--- src/rtl/mips_pipe_pkg.sv ---
`default_nettype none
// ============================================================================
// Module   : mips_pipe_pkg
// Purpose  : Shared constants and types for the MIPS front-end pipeline
//            registers (PC, IF/ID, ID/EX control).
// Contents : NOP_INSTR, default RESET_PC / CTRL_W / CNT_W, the IF/ID payload
//            struct and the per-cycle fetch event encoding.
// Revision : 1.0 - initial release
// ============================================================================
package mips_pipe_pkg;

  // All-zero word decodes as sll $0,$0,0, the canonical MIPS NOP.
  localparam logic [31:0] NOP_INSTR        = 32'h0000_0000;
  localparam logic [31:0] DEFAULT_RESET_PC = 32'h0000_0000;
  localparam int          DEFAULT_CTRL_W   = 10;
  localparam int          DEFAULT_CNT_W    = 16;

  // IF/ID register payload, kept as one packed word so it fits a single
  // pipe_reg instance.
  typedef struct packed {
    logic        valid;
    logic [31:0] pc_plus4;
    logic [31:0] instr;
  } if_id_t;

  // What the front end does this cycle, in priority order.
  typedef enum logic [1:0] {
    EV_SEQ    = 2'd0,
    EV_HOLD   = 2'd1,
    EV_JUMP   = 2'd2,
    EV_BRANCH = 2'd3
  } fetch_event_e;

endpackage : mips_pipe_pkg
`default_nettype wire

--- src/rtl/fetch_pipe_ctrl_pipe_reg.sv ---
`default_nettype none
// ============================================================================
// Module   : pipe_reg
// Purpose  : Parameterized pipeline register with asynchronous active-high
//            reset, synchronous enable and synchronous clear (clear wins).
// Ports    : clk, rst  - clock / async reset
//            en        - load d on the rising edge
//            clr       - load all-zero on the rising edge (overrides en)
//            d, q      - data in / registered data out
// Revision : 1.0 - initial release
// ============================================================================
module pipe_reg #(
  parameter int               WIDTH     = 32,
  parameter logic [WIDTH-1:0] RESET_VAL = '0
) (
  input  logic             clk,
  input  logic             rst,
  input  logic             en,
  input  logic             clr,
  input  logic [WIDTH-1:0] d,
  output logic [WIDTH-1:0] q
);

  logic [WIDTH-1:0] data_d;
  logic [WIDTH-1:0] data_q;

  always_comb begin
    data_d = data_q;
    if (clr) begin
      data_d = '0;
    end else if (en) begin
      data_d = d;
    end
  end

  always_ff @(posedge clk or posedge rst) begin
    if (rst) begin
      data_q <= RESET_VAL;
    end else begin
      data_q <= data_d;
    end
  end

  assign q = data_q;

endmodule : pipe_reg
`default_nettype wire

--- src/rtl/fetch_pipe_ctrl.sv ---
`default_nettype none
// ============================================================================
// Module   : fetch_pipe_ctrl
// Purpose  : Front-end pipeline register block of the five-stage MIPS core.
//            Holds the PC and IF/ID register, drives the ID/EX control
//            register, applies load-use stalls, j-type redirects (ID) and
//            taken-branch redirects (EX), and keeps saturating stall/flush
//            counters for performance debug.
// Ports    : clk, rst                     - clock / async active-high reset
//            PCWrite, If_Id_Write, Stall  - hazard unit controls
//            Jump, Jump_Target            - j-type redirect from ID
//            Branch_Taken, Branch_Target  - branch redirect from EX
//            Instr_In                     - imem read data for PC
//            Id_Ctrl                      - decoded control bundle in ID
//            PC                           - imem address
//            If_Id_Instr/PCPlus4/Valid    - IF/ID register
//            Id_Ex_Ctrl                   - ID/EX control register
//            Stall_Count, Flush_Count     - saturating event counters
// Revision : 1.0 - initial release
// ============================================================================
module fetch_pipe_ctrl
  import mips_pipe_pkg::*;
#(
  parameter logic [31:0] RESET_PC = DEFAULT_RESET_PC,
  parameter int          CTRL_W   = DEFAULT_CTRL_W,
  parameter int          CNT_W    = DEFAULT_CNT_W
) (
  input  logic              clk,
  input  logic              rst,
  input  logic              PCWrite,
  input  logic              If_Id_Write,
  input  logic              Stall,
  input  logic              Jump,
  input  logic [31:0]       Jump_Target,
  input  logic              Branch_Taken,
  input  logic [31:0]       Branch_Target,
  input  logic [31:0]       Instr_In,
  input  logic [CTRL_W-1:0] Id_Ctrl,
  output logic [31:0]       PC,
  output logic [31:0]       If_Id_Instr,
  output logic [31:0]       If_Id_PCPlus4,
  output logic              If_Id_Valid,
  output logic [CTRL_W-1:0] Id_Ex_Ctrl,
  output logic [CNT_W-1:0]  Stall_Count,
  output logic [CNT_W-1:0]  Flush_Count
);

  localparam int IF_ID_W = $bits(if_id_t);

  fetch_event_e      fetch_ev;
  logic [31:0]       pc_q;
  logic [31:0]       pc_d;
  logic [31:0]       pc_plus4;
  logic              pc_en;
  if_id_t            if_id_q;
  if_id_t            if_id_d;
  logic              if_id_en;
  logic              if_id_flush;
  logic [CTRL_W-1:0] id_ex_ctrl_q;
  logic              id_ex_bubble;
  logic [CNT_W-1:0]  stall_count_d;
  logic [CNT_W-1:0]  stall_count_q;
  logic [CNT_W-1:0]  flush_count_d;
  logic [CNT_W-1:0]  flush_count_q;

  assign pc_plus4 = pc_q + 32'd4;

  // A taken branch overrides the hazard unit: whatever is stalled in IF/ID
  // is on the wrong path. A hold suppresses the jump; it re-asserts from ID
  // once the stall releases.
  always_comb begin
    fetch_ev = EV_SEQ;
    if (Branch_Taken) begin
      fetch_ev = EV_BRANCH;
    end else if (!PCWrite || !If_Id_Write) begin
      fetch_ev = EV_HOLD;
    end else if (Jump) begin
      fetch_ev = EV_JUMP;
    end
  end

  // Next-PC mux and IF/ID load control.
  always_comb begin
    pc_d        = pc_plus4;
    pc_en       = 1'b1;
    if_id_en    = 1'b1;
    if_id_flush = 1'b0;
    unique case (fetch_ev)
      EV_BRANCH: begin
        pc_d        = Branch_Target;
        if_id_flush = 1'b1;
      end
      EV_HOLD: begin
        // Only the registers whose enable is deasserted hold.
        pc_en    = PCWrite;
        if_id_en = If_Id_Write;
      end
      EV_JUMP: begin
        pc_d        = Jump_Target;
        if_id_flush = 1'b1;
      end
      default: ;
    endcase
  end

  always_comb begin
    if_id_d = '{valid: 1'b1, pc_plus4: pc_plus4, instr: Instr_In};
    if (if_id_flush) begin
      if_id_d = '{valid: 1'b0, pc_plus4: 32'h0, instr: NOP_INSTR};
    end
  end

  // A flushed IF/ID slot must not carry write or memory enables into EX.
  assign id_ex_bubble = Stall || Branch_Taken || !if_id_q.valid;

  pipe_reg #(
    .WIDTH     (32),
    .RESET_VAL (RESET_PC)
  ) u_pc_reg (
    .clk (clk),
    .rst (rst),
    .en  (pc_en),
    .clr (1'b0),
    .d   (pc_d),
    .q   (pc_q)
  );

  pipe_reg #(
    .WIDTH     (IF_ID_W),
    .RESET_VAL ('0)
  ) u_if_id_reg (
    .clk (clk),
    .rst (rst),
    .en  (if_id_en),
    .clr (1'b0),
    .d   (if_id_d),
    .q   (if_id_q)
  );

  pipe_reg #(
    .WIDTH     (CTRL_W),
    .RESET_VAL ('0)
  ) u_id_ex_reg (
    .clk (clk),
    .rst (rst),
    .en  (1'b1),
    .clr (id_ex_bubble),
    .d   (Id_Ctrl),
    .q   (id_ex_ctrl_q)
  );

  // Saturating counters: stop at all-ones rather than wrapping so a long
  // debug run never reports a misleadingly small count.
  always_comb begin
    stall_count_d = stall_count_q;
    flush_count_d = flush_count_q;
    if (Stall && !Branch_Taken && (stall_count_q != '1)) begin
      stall_count_d = stall_count_q + CNT_W'(1);
    end
    if (if_id_flush && (flush_count_q != '1)) begin
      flush_count_d = flush_count_q + CNT_W'(1);
    end
  end

  always_ff @(posedge clk or posedge rst) begin
    if (rst) begin
      stall_count_q <= '0;
      flush_count_q <= '0;
    end else begin
      stall_count_q <= stall_count_d;
      flush_count_q <= flush_count_d;
    end
  end

  assign PC            = pc_q;
  assign If_Id_Instr   = if_id_q.instr;
  assign If_Id_PCPlus4 = if_id_q.pc_plus4;
  assign If_Id_Valid   = if_id_q.valid;
  assign Id_Ex_Ctrl    = id_ex_ctrl_q;
  assign Stall_Count   = stall_count_q;
  assign Flush_Count   = flush_count_q;

endmodule : fetch_pipe_ctrl
`default_nettype wire

--- config.mk ---
export PLATFORM = sky130hd
export DESIGN_NAME = fetch_pipe_ctrl
export DESIGN_NICKNAME = d
export VERILOG_FILES = /design/src/rtl/mips_pipe_pkg.sv /design/src/rtl/fetch_pipe_ctrl_pipe_reg.sv /design/src/rtl/fetch_pipe_ctrl.sv
export SDC_FILE = /design/constraint.sdc
export NUM_CORES = 1
export LEC_CHECK = 0
export ABC_AREA = 1
export BUFFER_PORTS_ARGS = -buffer_cell sky130_fd_sc_hd__buf_4
export CAP_MARGIN = 20
export CORE_MARGIN = 5
export CORE_UTILIZATION = 45
export DETAILED_ROUTE_END_ITERATION = 12
export GPL_TIMING_DRIVEN = 1
export HOLD_SLACK_MARGIN = 0.03
export PLACE_DENSITY = 0.68
export SETUP_SLACK_MARGIN = 0.2
export SYNTH_ARGS = -nofsm -noshare
export SYNTH_HDL_FRONTEND = slang
export SYNTH_HIERARCHICAL = 1
export SYNTH_SLANG_ARGS = --single-unit
--- constraint.sdc ---
create_clock -name clk -period 2.5 [get_ports clk]
set_input_delay 0.625 -clock clk [delete_from_list [all_inputs] [get_ports clk]]
set_output_delay 0.625 -clock clk [all_outputs]
set_load 0.02 [all_outputs]
==> impl_metrics.env <==
export IMPL_cpPeakStageDelay_ps=450
export IMPL_internal_power_uw=4390
export IMPL_io_buffers=251
export IMPL_cts_resized=0
export IMPL_antenna_cells=0
export IMPL_crit_arrival_ps=2260
export IMPL_synth_top_family_by_area="simple AND/OR/NAND/NOR gates"
export IMPL_cts_buffers=17
export IMPL_skew_ps=11.6
export IMPL_yosysTopAreaCellShare_pct=42.7
export IMPL_dp_cells=1605
export IMPL_drive_above_1_share_pct=24.3
export IMPL_setup_viol=0
export IMPL_cts_htree_levels=4
export IMPL_synth_compound_area_share_pct=3.98
export IMPL_drc=0
export IMPL_firstDrtPassIters=5
export IMPL_via_per_inst=5.01
export IMPL_synth_top_cell_by_area="dfrtp_1"
export IMPL_postCtsSetupRepairBufs=0
export IMPL_total_power_uw=6310
export IMPL_critPathKind="register to register"
export IMPL_cp_end_kind="register"
export IMPL_timing_rr_end="u_pc_reg/q[24]"
export IMPL_yosys_area_share_xor_xnor_pct=2.04
export IMPL_die_y_um=144
export IMPL_grt_max_degree=66
export IMPL_pin_count=252
export IMPL_vias=8186
export IMPL_gr_usage_all_layers_pct=24.4
export IMPL_power_density_nw_per_um2=589
export IMPL_synthMuxAreaShare_pct=0
export IMPL_p_leak_uw=0.00605
export IMPL_finalCriticalPeriod_ps=1950
export IMPL_hold_viol_final=0
export IMPL_cp_top_family="simple AND/OR/NAND/NOR gates"
export IMPL_synth_distinct_cells=36
export IMPL_timing_fmax_ghz=0.512
export IMPL_p_sw_uw=1920
export IMPL_antenna_found_initial=1
export IMPL_sequentialPowerShare_pct=41.4
export IMPL_layout_common_cells="nand2_1 (453), buf_4 (264), nand3_1 (156), dfrtp_1 (139), inv_1 (121)"
export IMPL_comb_power_share_pct=19.5
export IMPL_final_cells=1635
export IMPL_hold_buffers=0
export IMPL_cts_buffer_depth=2
export IMPL_rsz0062_at_grt="no"
export IMPL_cp_start_kind="register"
export IMPL_worst_slew_pin_slew_ps=820
export IMPL_routedWlPerCell_um=15.7
export IMPL_drt_antenna_violating_nets=0
export IMPL_hold_path_class="input pin to asynchronous set/reset pin"
export IMPL_r2r_cells=10
export IMPL_fin_crit_sh_pct=78.1
export IMPL_cts_sinks=139
export IMPL_grt_overflow_total=0
export IMPL_worstPathRequired_ps=2810
export IMPL_final_util_pct=59.8
export IMPL_seq_area_frac_synth_pct=42.7
export IMPL_drv_slew=0
export IMPL_r2r_start="u_pc_reg/q[2]"
export IMPL_cp_max_fo=6
export IMPL_setup_tns_ps=0
export IMPL_die_area_um2=20900
export IMPL_crit_top_cell="nand2_1"
export IMPL_core_area_um2=17900
export IMPL_pwr_share_clk_pct=39.0
export IMPL_grt_pass1_vias=7794
export IMPL_postSynthAreaPerCell_um2=7.04
export IMPL_crit_buf_inv=0
export IMPL_ir_drop_mv=0.497
export IMPL_tritoncts="done"
export IMPL_nets=1511
export IMPL_synth_area_um2=8140
export IMPL_cts_root_buf="clkbuf_16"
export IMPL_syn_inst=1156
export IMPL_synthAdderAreaFrac_pct=0.461
export IMPL_globalplace_congestion=0.897
export IMPL_final_common_cell="nand2_1"
export IMPL_cp_slowest_cell="dfrtp_1"
export IMPL_rrSetupSlack_ps=550
export IMPL_synth_seq_cells=139
export IMPL_clock_latency_ps=420
export IMPL_clk_pin_slew_ps=60
export IMPL_ys_warn_count=6
export IMPL_drv_cap=0
export IMPL_startpoint="u_pc_reg/q[2]"
export IMPL_placementRows=49
export IMPL_status="completed"
export IMPL_wl_mm=25.7
export IMPL_crit_path_cell_trace="ha_1 -> nand2_1 -> nor2_2 -> nand2_1 -> nor2_1 -> nand3_1 -> nand3_1 -> nand2_1 -> nand3_1 -> nand2_1"
export IMPL_synthToLayoutAreaGrowth_pct=31.5
export IMPL_sw_frac_of_total_pct=30.4
export IMPL_synth_area_leaders="dfrtp_1 (43%), nand2_1 (21%), nand3_1 (9.6%)"
export IMPL_dpl_hpwl_mm=18.6
export IMPL_yosys_area_share_simple_pct=40.6
export IMPL_relSlewSlack_pct=45.3
export IMPL_die_width_um=144
export IMPL_grt_pass1_wl_mm=40.4
export IMPL_drt_iter0_drc=679
export IMPL_initial_core_util_pct=45.5
registers in the layout (all words and copies together) (netlist names):
signal / cells
u_if_id_reg/q: 65
u_pc_reg/q: 32
Flush_Count: 16
Stall_Count: 16
u_id_ex_reg/q: 10
metrics by stage:
stage / hold WS (ps) / cell area, um^2 / setup slack (ps)
floorplan: 465 / 8160 / 249
global route: 146 / 10700 / 282
detailed placement: 460 / 10100 / 433
finish: 148 / 10700 / 548
global placement: 454 / 10100 / 493
CTS: 130 / 10700 / 552
layer usage:
layer | share of wire [%] | wire length [um] | track usage [%] | up-vias
met1 | 42 | 10800 | 31.7 | 3786
met4 | 2.1 | 542 | 7.56 | 2
met3 | 7.9 | 2030 | 5.49 | 33
met5 | 0.051 | 13 | 0 | -
met2 | 48 | 12300 | 40.6 | 293
li1 | - | - | - | 4072
worst max path at each step:
stage          cells after the start                 to
5_1_grt                           10     u_pc_reg/q[24]
6_report                          10     u_pc_reg/q[24]
3_5_place_dp                       7   u_if_id_reg/q[2]
4_1_cts                           10     u_pc_reg/q[24]
3_3_place_gp                       7  u_if_id_reg/q[49]
2_1_floorplan                      1   u_if_id_reg/q[0]
cell usage after synthesis:
cell type  number
nand2_1       454
nand3_1       156
dfrtp_1       139
inv_1         122
nor2_1        109
a22oi_1        26
buf_2          23
buf_4          14
nand4_1        13
xnor2_1        10
o21ai_0         9
xor2_1          9
buf_6           7
nor2_4          7
inv_2           6
nor2_2          6
o21ai_2         6
nand3_2         5
nand3b_1        5
clkbuf_1        4
ha_1            3
nor3_1          3
o21ai_1         3
or2_2           3
conb_1          2
nand2_2         2
and2_1          1
buf_1           1
buf_8           1
inv_6           1
nand2_4         1
nand2_8         1
nand2b_4        1
nand3_4         1
nor3_2          1
o21ai_4         1
cell families after synthesis:
kind of cell               after synthesis
DFF                                    139
other                                    2
xor gates and xnor gates                19
AOI/OAI and AO/OA                       45
buffers and inverters                  179
adders and majority gates                3
and+or+nand+nor                        769
final cells by class:
cell class / count / area [um^2]
clock inverter: 12 / 125
tap: 229 / 287
timing repair buffer: 266 / 2020
inverter: 129 / 489
multi-input combinational: 842 / 3860
fill: 1697 / 7200
sequential: 139 / 3480
clock buffer: 18 / 439
power by group through the flow:
| stage | Sequential (uW) | Clock (uW) | Combinational (uW) |
|---|---|---|---|
| 4_1_cts | 2610 | 2500 | 1230 |
| 3_3_place_gp | 2640 | 0 | 1210 |
| 2_1_floorplan | 2790 | 0 | 544 |
| 5_1_grt | 2640 | 2600 | 1350 |
| 6_report | 2610 | 2460 | 1230 |
| 3_5_place_dp | 2650 | 0 | 1230 |
No activity file was read; power rests on OpenSTA's default activity.
